## src/rtl/hmmm_pkg.sv

```systemverilog
// Shared types and default sizes for the IO controller.
package hmmm_pkg;

  localparam int unsigned DEFAULT_WIDTH = 16;
  localparam int unsigned DEFAULT_AW    = 8;

  typedef enum logic [2:0] {
    IDLE,
    RD_WAIT,
    WR_WAIT,
    DONE,
    FLASH,
    FLASH_FULL
  } io_state_t;

  function automatic logic is_handshake(input io_state_t s);
    return (s == RD_WAIT) || (s == WR_WAIT);
  endfunction

endpackage

```

## src/rtl/io_timer.sv

```systemverilog
// Handshake wait counter; expiry fires on the TIMEOUT-th enabled cycle.
module io_timer #(
  parameter int unsigned TIMEOUT = 0
) (
  input  logic clk,
  input  logic reset,
  input  logic clear,
  input  logic enable,
  output logic expiry
);

  localparam int unsigned CW = (TIMEOUT > 1) ? $clog2(TIMEOUT) : 1;
  localparam logic [CW-1:0] LAST = CW'((TIMEOUT == 0) ? 0 : TIMEOUT - 1);

  logic [CW-1:0] cnt;

  always_ff @(posedge clk) begin
    if (reset || clear) begin
      cnt <= '0;
    end else if (enable && (cnt != LAST)) begin
      cnt <= cnt + CW'(1);
    end
  end

  assign expiry = (TIMEOUT != 0) && enable && (cnt == LAST);

endmodule

```

## src/rtl/io_ctrl.sv

```systemverilog
// Core-to-peripheral IO handshake controller with instruction-ROM flash streaming.
module io_ctrl
  import hmmm_pkg::*;
#(
  parameter int unsigned WIDTH   = DEFAULT_WIDTH,
  parameter int unsigned AW      = DEFAULT_AW,
  parameter int unsigned TIMEOUT = 0
) (
  input  logic             clk,
  input  logic             reset,
  input  logic             FlashEnable,
  input  logic             IOReady,
  output logic             IOWaiting,
  input  logic [WIDTH-1:0] ParallelIn,
  output logic [WIDTH-1:0] ParallelOut,
  input  logic             ReadReq,
  input  logic             WriteReq,
  input  logic [WIDTH-1:0] WriteData,
  output logic [WIDTH-1:0] ReadData,
  output logic             IOStall,
  output logic             FlashWE,
  output logic [AW-1:0]    FlashAdr,
  output logic [WIDTH-1:0] FlashData,
  output logic             FlashFull,
  output logic             IOErr
);

  localparam logic [AW-1:0] LAST_ADR = '1;

  io_state_t     state, state_next;
  logic [AW-1:0] count;
  logic          waiting, expiry;
  logic          load_read, zero_read, load_out, set_err, flash_wr, flash_clear;

  assign waiting = is_handshake(state);

  // Held clear outside the wait states, so every handshake starts from zero.
  io_timer #(.TIMEOUT(TIMEOUT)) u_timer (
    .clk    (clk),
    .reset  (reset),
    .clear  (!waiting),
    .enable (waiting),
    .expiry (expiry)
  );

  always_ff @(posedge clk) begin
    if (reset) state <= IDLE;
    else       state <= state_next;
  end

  always_comb begin
    state_next  = state;
    IOStall     = 1'b0;
    IOWaiting   = 1'b0;
    load_read   = 1'b0;
    zero_read   = 1'b0;
    load_out    = 1'b0;
    set_err     = 1'b0;
    flash_wr    = 1'b0;
    flash_clear = 1'b0;
    case (state)
      IDLE: begin
        IOStall = FlashEnable | ReadReq | WriteReq;
        if (FlashEnable) begin
          state_next = FLASH;
        end else if (ReadReq) begin
          state_next = RD_WAIT;
        end else if (WriteReq) begin
          state_next = WR_WAIT;
          load_out   = 1'b1;
        end
      end
      RD_WAIT: begin
        IOStall   = 1'b1;
        IOWaiting = 1'b1;
        if (IOReady) begin
          load_read  = 1'b1;
          state_next = DONE;
        end else if (expiry) begin
          zero_read  = 1'b1;
          set_err    = 1'b1;
          state_next = DONE;
        end
      end
      WR_WAIT: begin
        IOStall   = 1'b1;
        IOWaiting = 1'b1;
        if (IOReady) begin
          state_next = DONE;
        end else if (expiry) begin
          set_err    = 1'b1;
          state_next = DONE;
        end
      end
      DONE: state_next = IDLE;
      FLASH: begin
        IOStall   = 1'b1;
        IOWaiting = 1'b1;
        if (!FlashEnable) begin
          flash_clear = 1'b1;
          state_next  = IDLE;
        end else if (IOReady) begin
          flash_wr = 1'b1;
          if (count == LAST_ADR) state_next = FLASH_FULL;
        end
      end
      FLASH_FULL: begin
        IOStall = 1'b1;
        if (!FlashEnable) begin
          flash_clear = 1'b1;
          state_next  = IDLE;
        end
      end
      default: state_next = IDLE;
    endcase
  end

  always_ff @(posedge clk) begin
    if (reset) begin
      count       <= '0;
      ReadData    <= '0;
      ParallelOut <= '0;
      IOErr       <= 1'b0;
      FlashFull   <= 1'b0;
    end else begin
      if (load_read)      ReadData <= ParallelIn;
      else if (zero_read) ReadData <= '0;
      if (load_out) ParallelOut <= WriteData;
      if (set_err)  IOErr <= 1'b1;
      // The last address is held rather than wrapped so a full ROM never shows address 0.
      if (flash_clear) begin
        count     <= '0;
        FlashFull <= 1'b0;
      end else if (flash_wr) begin
        if (count == LAST_ADR) FlashFull <= 1'b1;
        else                   count <= count + AW'(1);
      end
    end
  end

  assign FlashWE   = flash_wr && !reset;
  assign FlashAdr  = count;
  assign FlashData = ParallelIn;

endmodule

```

## config.mk

```make
export PLATFORM = sky130hd
export DESIGN_NAME = io_ctrl
export DESIGN_NICKNAME = d
export VERILOG_FILES = /design/src/rtl/hmmm_pkg.sv /design/src/rtl/io_timer.sv /design/src/rtl/io_ctrl.sv
export SDC_FILE = /design/constraint.sdc
export NUM_CORES = 1
export LEC_CHECK = 0
export ABC_AREA = 1
export CORE_ASPECT_RATIO = 1.5
export CORE_MARGIN = 5
export CORE_UTILIZATION = 40
export DETAILED_ROUTE_END_ITERATION = 10
export PLACE_DENSITY = 0.79
export SLEW_MARGIN = 20
export SYNTH_ARGS = -nofsm -noshare
export SYNTH_HDL_FRONTEND = slang
export SYNTH_SLANG_ARGS = --single-unit
```

## constraint.sdc

```tcl
create_clock -name clk -period 1.7 [get_ports clk]
set_input_delay 0.17 -clock clk [delete_from_list [all_inputs] [get_ports clk]]
set_output_delay 0.17 -clock clk [all_outputs]
set_load 0.005 [all_outputs]
```

==> run metrics, run 1 <==
Critical Path RT 1530 ps; min-delay worst type in -> reg; Critical Path Sink Type output port; Worst Setup Start Kind flop; kind of cell adding the most delay to the critical path buffers and inverters; H-tree depth 2; first-pass GRT wire length 8980 µm; Post-Syn Area 2020 µm²; nets 409; Layout fillers 426; Max FO, Critical Path 6; clock share of power 24.8%; most frequent cells in the layout clkdlybuf4s50_1, nor2_1, dfxtp_1, nand2_1, o21ai_0; Synth cell types 26; vias in the first global route 2056; synthesized flop and latch total 44; Clock Skews 5.08 ps; antenna violations before repair 0; Syn Inst Count 279; Lkg Pwr 1.29 nW; GRT overflow 0; sequential cell area 893 µm²; Synth Warn # 0; routed wire length 5480 µm; PortBufs 97; Setup TNS Final 0 ps; Setup-failing EPs final 0; Slowest-stage cell, CP dfxtp_4; Max Root-Sink Buffers 2; Max Cap Violations 0; Avg Vias per Cell 4.73; reg2reg start state[1]; switching part of the total power 30.7%; clock latency on the worst-skew pair 280 ps; hold buffers post-CTS 0; Fmax 0.633 GHz; WL per Instance 12.5 µm; fin crit share 93.0%; combinational share of power 35.0%; pins over their slew limit 0; drc violations 0; 1st-pass router iterations 7; commonest non-fill, non-tap cell in the layout clkdlybuf4s50_1; P_sw 1.02 mW; # rows 31; share of cells above drive strength 1 11.1%; buffer and inverter count on the worst path 2; die area 6600 µm²; internal cell power 2.30 mW; Vert. Die Dim 97.0 µm; register share of total power 40.2%; CTS Root Cell clkbuf_8; I/O pin total 99; number of diodes 0; critical path's largest stage delay 370 ps; Hold Path Cell Cnt 3; Global Route Usage Sum 17.2%; Final GP Congestion 0.891; CTS sink cnt 44; WHS 459 ps; Crit path arrival time 1410 ps; worst IR drop on VDD 569 µV; initial drt markers 205; clk slew on worst S/H paths 80 ps; worst reg-to-reg path cell count 8; Core Region 4850 µm²; TritonCTS buffer count 5; Initial Util 41.6%; outcome finished, final reports clean; Syn Nets 318; Fin. Hold Viols 0; Die W 68.0 µm; area of the multi-input gates 901 µm²; kind of critical path reg -> out; via count 2065; hpwl dp 4100 µm; Avg Cell Area, Syn 7.23 µm²; CTS tree done; Final Util 64.7%; antenna-violating nets left 0; crit-path cells nor2_4 -> buf_4 -> nand3_4 -> nor3_1 -> dlygate4sd2_1; Seq/Total Area, Yosys 43.6%; hold_sp WriteData[4]; area added between synthesis and finish 55.4%; Pwr per Cell Area 1060 nW/µm²; reg2reg end FlashAdr[0]; hold path endpoint ParallelOut[4]; largest net degree at the start of global routing 36; R2R Setup Slk 180 ps; RSZ-0062 raised after global routing no; min cycle time layout 1580 ps
==> registers in the layout, indices dropped and copies added (netlist names) <==
register	count
state	3
ReadData	16
ParallelOut	16
FlashFull	1
FlashAdr	8
==> layout make-up <==
class                   count  area share, %
inverters                  19           2.31
well taps                  66           2.63
repair buffers            109           34.0
flip-flops and latches     44           28.5
clock inverters             2           1.24
multi-input cells         191           28.7
clock buffers               6           2.63
==> cell usage after synthesis <==
| cell type | count | area [µm²] |
|---|---|---|
| xor2_1 | 4 | 35.0 |
| o21ai_1 | 1 | 5.00 |
| nor3_1 | 3 | 15.0 |
| nand3_2 | 1 | 10.0 |
| a31oi_1 | 1 | 6.26 |
| nand3_1 | 8 | 40.0 |
| conb_1 | 1 | 3.75 |
| nor2_2 | 2 | 12.5 |
| ha_1 | 1 | 12.5 |
| buf_6 | 3 | 33.8 |
| clkbuf_1 | 4 | 15.0 |
| dfxtp_1 | 44 | 881 |
| nand2_1 | 37 | 139 |
| nor2_4 | 3 | 33.8 |
| nor2_1 | 78 | 293 |
| buf_4 | 18 | 135 |
| nand2_2 | 1 | 6.26 |
| inv_2 | 4 | 15.0 |
| a21oi_1 | 10 | 50.1 |
| o21ai_0 | 34 | 170 |
| clkinv_1 | 1 | 3.75 |
| or2_0 | 1 | 6.26 |
| nand3_4 | 1 | 17.5 |
| nand4_1 | 4 | 25.0 |
| clkinv_2 | 1 | 5.00 |
| inv_1 | 13 | 48.8 |
==> layer usage <==
| layer | vias up | track usage [%] | part of all wire, % |
|---|---|---|---|
| met1 | 912 | 17.9 | 38 |
| met3 | 15 | 4.40 | 7.5 |
| met5 | - | 0 | 0 |
| met2 | 84 | 30.4 | 51 |
| met4 | 0 | 8.27 | 2.9 |
| li1 | 1054 | - | - |
==> worst max path at each step <==
stage | from | to | slack (ps) | cells after the start
after floorplan | FlashAdr[0] | FlashAdr[5] | 320 | 9
after global placement | FlashEnable | FlashWE | 80 | 4
after detailed placement | FlashEnable | FlashWE | 30 | 4
after CTS | state[0] | IOWaiting | -70 | 5
after global routing | state[1] | FlashWE | 6 | 5
final | state[1] | FlashWE | 120 | 5
==> power by group through the flow <==
| stage | Combinational (mW) | Sequential, mW | Clock, mW |
|---|---|---|---|
| global placement | 1.11 | 1.33 | 0 |
| floorplan | 0.572 | 1.33 | 0 |
| detailed placement | 1.13 | 1.33 | 0 |
| finish | 1.16 | 1.33 | 0.821 |
| CTS | 1.13 | 1.32 | 0.845 |
| global route | 1.29 | 1.36 | 0.886 |
==> stage by stage <==
| step | std cells | area, µm² | power [mW] | setup WS [ps] |
|---|---|---|---|---|
| after global placement | 428 | 2970 | 2.43 | 76.0 |
| after global routing | 437 | 3140 | 3.53 | 6.42 |
| after detailed placement | 428 | 2970 | 2.46 | 28.9 |
| after floorplan | 279 | 2020 | 1.90 | 316 |
| final | 437 | 3140 | 3.31 | 120 |
| after CTS | 436 | 3090 | 3.30 | -70.6 |
==> tightest hold or removal path: cells and delay by family <==
family | cells | cell delay, ps
buffers and inverters | 1 | 400
AND/OR/NAND/NOR | 2 | 150
==> timing repair <==
action | in CTS | in global routing
gates resized for setup | 4 | 12
pin swaps | 1 | 3
buffers inserted | 0 | 1
setup endpoints to repair | 3 | 11
==> logic make-up after synthesis <==
group           share of synthesized area [%]
other cells                             0.186
fa+ha+maj                               0.620
compound gates                           11.5
buf+inv                                  12.7
simple gates                             29.6
flops                                    43.6
xor+xnor                                 1.74
No activity file was read; power rests on OpenSTA's default activity.
==> run 2: changes to the inputs <==
--- a/config.mk
+++ b/config.mk
@@ -15,3 +15,4 @@
 export SYNTH_ARGS = -nofsm -noshare
 export SYNTH_HDL_FRONTEND = slang
 export SYNTH_SLANG_ARGS = --single-unit
+export TNS_END_PERCENT = 5
==> results of run 2 <==
Final layout, timing and power as in run 1 (identical DEF).
